File: src/rtl/seq_divider.sv
// Iterative restoring divider: 2N-bit dividend by N-bit divisor, one quotient bit per clock.
// Start/busy/done handshake; results and div_zero hold until the next completed division.
module seq_divider #(
    parameter int N = 5
) (
    input  logic           clk,
    input  logic           rst,
    input  logic           start,
    input  logic [2*N-1:0] dividend,
    input  logic [N-1:0]   divisor,
    output logic           busy,
    output logic           done,
    output logic [2*N-1:0] quotient,
    output logic [N-1:0]   remainder,
    output logic           div_zero
);

    localparam int CW = $clog2(2 * N);
    localparam logic [1:0] S_IDLE = 2'd0;
    localparam logic [1:0] S_RUN  = 2'd1;
    localparam logic [1:0] S_DONE = 2'd2;
    localparam logic [CW-1:0] LAST = CW'(2 * N - 1);

    logic [1:0]     state_q, state_d;
    logic [CW-1:0]  cnt_q, cnt_d;
    logic [2*N-1:0] work_q, work_d;
    logic [N-1:0]   dvs_q, dvs_d;
    logic [N-1:0]   rem_q, rem_d;
    logic [2*N-1:0] quotient_q, quotient_d;
    logic [N-1:0]   remainder_q, remainder_d;
    logic           dz_q, dz_d;

    logic [N:0]     p;
    logic           ge;
    logic [N-1:0]   rem_nx;
    logic [2*N-1:0] work_nx;

    // work_q shifts dividend bits out of the MSB while quotient bits enter at the LSB,
    // so after 2N iterations it holds the full quotient.
    always_comb begin
        p       = {rem_q, work_q[2*N-1]};
        ge      = (p >= {1'b0, dvs_q});
        rem_nx  = ge ? (p[N-1:0] - dvs_q) : p[N-1:0];
        work_nx = {work_q[2*N-2:0], ge};
    end

    always_comb begin
        state_d     = state_q;
        cnt_d       = cnt_q;
        work_d      = work_q;
        dvs_d       = dvs_q;
        rem_d       = rem_q;
        quotient_d  = quotient_q;
        remainder_d = remainder_q;
        dz_d        = dz_q;
        case (state_q)
            S_IDLE, S_DONE: begin
                if (start) begin
                    state_d = S_RUN;
                    cnt_d   = '0;
                    work_d  = dividend;
                    dvs_d   = divisor;
                    rem_d   = '0;
                end else begin
                    state_d = S_IDLE;
                end
            end
            S_RUN: begin
                work_d = work_nx;
                rem_d  = rem_nx;
                if (cnt_q == LAST) begin
                    state_d = S_DONE;
                    // A zero divisor yields all-ones naturally; the remainder is forced to 0.
                    if (dvs_q == '0) begin
                        quotient_d  = '1;
                        remainder_d = '0;
                        dz_d        = 1'b1;
                    end else begin
                        quotient_d  = work_nx;
                        remainder_d = rem_nx;
                        dz_d        = 1'b0;
                    end
                end else begin
                    cnt_d = cnt_q + CW'(1);
                end
            end
            default: state_d = S_IDLE;
        endcase
    end

    always_ff @(posedge clk or posedge rst) begin
        if (rst) begin
            state_q     <= S_IDLE;
            cnt_q       <= '0;
            work_q      <= '0;
            dvs_q       <= '0;
            rem_q       <= '0;
            quotient_q  <= '0;
            remainder_q <= '0;
            dz_q        <= 1'b0;
        end else begin
            state_q     <= state_d;
            cnt_q       <= cnt_d;
            work_q      <= work_d;
            dvs_q       <= dvs_d;
            rem_q       <= rem_d;
            quotient_q  <= quotient_d;
            remainder_q <= remainder_d;
            dz_q        <= dz_d;
        end
    end

    assign busy      = (state_q == S_RUN);
    assign done      = (state_q == S_DONE);
    assign quotient  = quotient_q;
    assign remainder = remainder_q;
    assign div_zero  = dz_q;

endmodule
File: config.mk
export PLATFORM = sky130hd
export DESIGN_NAME = seq_divider
export DESIGN_NICKNAME = d
export VERILOG_FILES = /design/src/rtl/seq_divider.sv
export SDC_FILE = /design/constraint.sdc
export NUM_CORES = 1
export LEC_CHECK = 0
export CORE_ASPECT_RATIO = 1.4
export CORE_MARGIN = 5
export CORE_UTILIZATION = 47
export CTS_CLUSTER_DIAMETER = 50
export DETAILED_ROUTE_END_ITERATION = 8
export PLACE_DENSITY_LB_ADDON = 0.05
export SLEW_MARGIN = 0
export SYNTH_ARGS = -nofsm -noshare
export SYNTH_HDL_FRONTEND = slang
export SYNTH_SLANG_ARGS = --single-unit
File: constraint.sdc
create_clock -name clk -period 2.16 [get_ports clk]
set_input_delay 0.216 -clock clk [delete_from_list [all_inputs] [get_ports clk]]
set_output_delay 0.216 -clock clk [all_outputs]
set_load 0.02 [all_outputs]
==> flow_metrics.py <==
metrics = {
    "drt": {
        "drt_iter0_drc": 198,
        "viasPerCell": 5.726,
        "routed-via-count": 1649,
        "drtAntennaViolNets": 0,
        "wl_per_cell_um": 17.34,
        "post-route-drc-count": 0,
        "first_pass_iters": 4,
        "drt_wl_total_mm": 4.995,
    },
    "die": {
        "rows": 28,
        "dieHeight_um": 86.72,
        "die-width_um": 64.80,
        "start_util_pct": 47.79,
        "io_pins": 36,
        "core_um2": 4134,
        "die_area_um2": 5619,
    },
    "timing": {
        "max_freq_ghz": 0.4647,
        "slew-limit-headroom_pct": 64.90,
        "fin_crit_ns": 2.152,
        "finClkSkew_ns": 0.003470,
        "tightest_slew_ns": 0.5266,
        "finalSetupTns_ns": 0,
        "hold_violations": 0,
        "slew_viol_final": 0,
        "setup_viol": 0,
        "fin_crit_sh_pct": 99.63,
        "rsz0062_at_grt": "true",
    },
    "synth": {
        "async_flop_share_pct": 100.0,
        "synth_ff_type": "dfrtp_1",
        "synth_common_cells": "42 x dfrtp_1, 34 x nand2_1, 16 x nor2_1",
        "synth_largest_area_cell": "dfrtp_1",
        "syn-instance-count": 197,
        "yosysSeqAreaShare_pct": 53.20,
        "yosysWarnings": 0,
        "ys_ff_latch": 42,
        "synth_edf_count": 0,
        "synth_top_cell_area_share_pct": 53.20,
        "syn_area_um2": 1976,
        "syn_nets": 223,
        "ys_types": 39,
        "synth.most_common_cell": "dfrtp_1",
        "yosys-top-cells-area": "dfrtp_1 53%, nand2_1 6.5%, ha_1 4.4%, o22a_1 4.0%, nor2_1 3.0%",
        "syn_avg_cell_area_um2": 10.03,
    },
    "clocking": {
        "root_buffer": "clkbuf_8",
        "cts_max_path_buffers": 2,
        "post_cts_buffers": 0,
        "cts.sinks": 42,
        "clk_transition_reported_paths_ns": 0.08,
        "ctsHtreeMaxLevel": 2,
        "cts_tree": "yes",
        "hold_buffers": 0,
        "insertion_delay_ns": 0.29,
        "cts_buffers": 5,
    },
    "final_layout": {
        "fin_area_um2": 2554,
        "drive_gt1_share_pct": 9.877,
        "num_antenna_cells": 0,
        "fill_cells": 368,
        "layout.nets": 268,
        "area_growth_pct": 29.26,
        "multi_input_area_um2": 859.6,
        "ff_latch_area_um2": 1051,
    },
    "global_routing": {
        "antenna_found_initial": 0,
        "grt_pass1_wl_mm": 8.500,
        "grt_use_total_pct": 19.82,
        "grt_max_degree": 43,
        "grt_pass1_vias": 1644,
        "overflow": 0,
    },
    "critical_path": {
        "start_kind": "flop",
        "cp_slowest_stage_delay_ns": 0.39,
        "cp_max_fo": 2,
        "crit_arrival_ns": 2.34,
        "rr_startpoint": "work_q[9]",
        "slowest_stage": "a2111o_1",
        "crit_chain": "inv_2 > ha_4 > inv_2 > fa_2 > a211o_1 > a2111o_1 > a21o_1 > a32o_1",
        "worstSetupStartpoint": "work_q[9]",
        "critPathRequiredTime_ns": 2.35,
        "crit_path_end_kind": "flop",
        "crit_top_cell": "inv_2",
        "path_class": "flop to flop",
    },
    "power_and_ir_drop": {
        "finalPower_mw": 4.511,
        "p_per_area_nw_per_um2": 1766,
        "ir_drop_mv": 0.9362,
        "power_leakage_nw": 1.138,
    },
    "job": {
        "max-cap-violations": 0,
    },
    "placed_design": {
        "dpl.hpwl_mm": 3.771,
        "place_area_um2": 2441,
        "place_congestion": 0.8602,
        "portBuffers": 35,
    },
    "status": {
        "status": "finished clean",
    },
    "min_path": {
        "min_path_type": "input port to asynchronous set/reset pin",
    },
}
worst max-delay path: cells and delay by family (launching register included):
family | cells | cell delay [ns]
AOI/OAI and AO/OA | 4 | 1.08
DFF | 1 | 0.38
buffers and inverters | 2 | 0.11
adders and majority gates | 2 | 0.46
cell usage in the layout (no fill, tap or decap), types with 4 or more instances in the layout:
cell type | synthesis | final
nand2_1 | 34 | 34
buf_4 | 0 | 11
nor2_1 | 16 | 16
o22a_1 | 9 | 9
nand4_1 | 4 | 4
inv_1 | 12 | 10
clkbuf_8 | 0 | 5
a31oi_1 | 9 | 9
ha_1 | 7 | 6
dfrtp_1 | 42 | 42
a21oi_1 | 5 | 4
nand3_1 | 6 | 6
clkdlybuf4s50_1 | 0 | 35
o21ai_0 | 10 | 9
a32o_1 | 4 | 4
layer usage:
metal | wire (um) | track usage, % | vias up
li1 | - | - | 798
met2 | 2554 | 34.26 | 50
met3 | 232 | 3.891 | 7
met5 | 0 | 0 | -
met4 | 64 | 5.962 | 0
met1 | 2143 | 24.89 | 794
power by group:
part / total [mW] / switching [mW] / internal (mW) / leakage, nW
Clock: 0.614 / 0.274 / 0.340 / 0.0579
Combinational: 2.42 / 1.30 / 1.12 / 0.585
Sequential: 1.48 / 0.299 / 1.18 / 0.495
registers in the layout, indices dropped and copies added, names as in the netlist:
name,cells
quotient,10
work_q,10
dvs_q,5
rem_q,5
remainder,5
cnt_q,4
state_q,2
div_zero,1
final timing paths:
kind	cells after the start	to	slack (ns)
setup / recovery	8	remainder[2]	0.008
hold / removal	3	remainder[2]	0.34
setup reg to reg	8	remainder[2]	0.008
hold reg to reg	2	div_zero	0.51
max in group asynchronous	3	cnt_q[1]	1.46
min in group clk	3	dvs_q[0]	0.46
final cells by class:
| cell class | instances | area share, % |
|---|---|---|
| Clock buffer | 5 | 2.695 |
| Clock inverter | 3 | 1.568 |
| Inverter | 12 | 1.764 |
| Multi-Input combinational cell | 135 | 33.66 |
| Sequential cell | 42 | 41.16 |
| Tap cell | 45 | 2.205 |
| Timing Repair Buffer | 46 | 16.95 |
timing repair:
| item | CTS | global route |
|---|---|---|
| resized for setup | 0 | 3 |
| setup endpoints to repair | 2 | 8 |
| pin swaps | 1 | 1 |
stage by stage:
step | utilization, % | worst slack (ns) | hold WS (ns) | cells
after global routing | 61.77 | -0.08893 | 0.4235 | 288
final | 61.77 | 0.008026 | 0.3440 | 288
after detailed placement | 59.05 | -0.02630 | 0.4954 | 280
after CTS | 61.68 | 0.009911 | 0.3602 | 288
after global placement | 59.05 | 0.02063 | 0.4830 | 280
after floorplan | - | -0.07077 | 0.3214 | 197
kinds of logic (layout without fill, tap and decap cells):
group / Yosys count / count (layout) / synth area share (%)
buffers and inverters: 20 / 66 / 4.243
XOR/XNOR: 3 / 3 / 1.330
adder cells (fa/ha/maj): 8 / 8 / 5.446
AND/OR/NAND/NOR: 70 / 70 / 16.02
AO/OA/AOI/OAI: 54 / 54 / 19.76
flip-flops: 42 / 42 / 53.20
(Power assumes the default switching activity.)
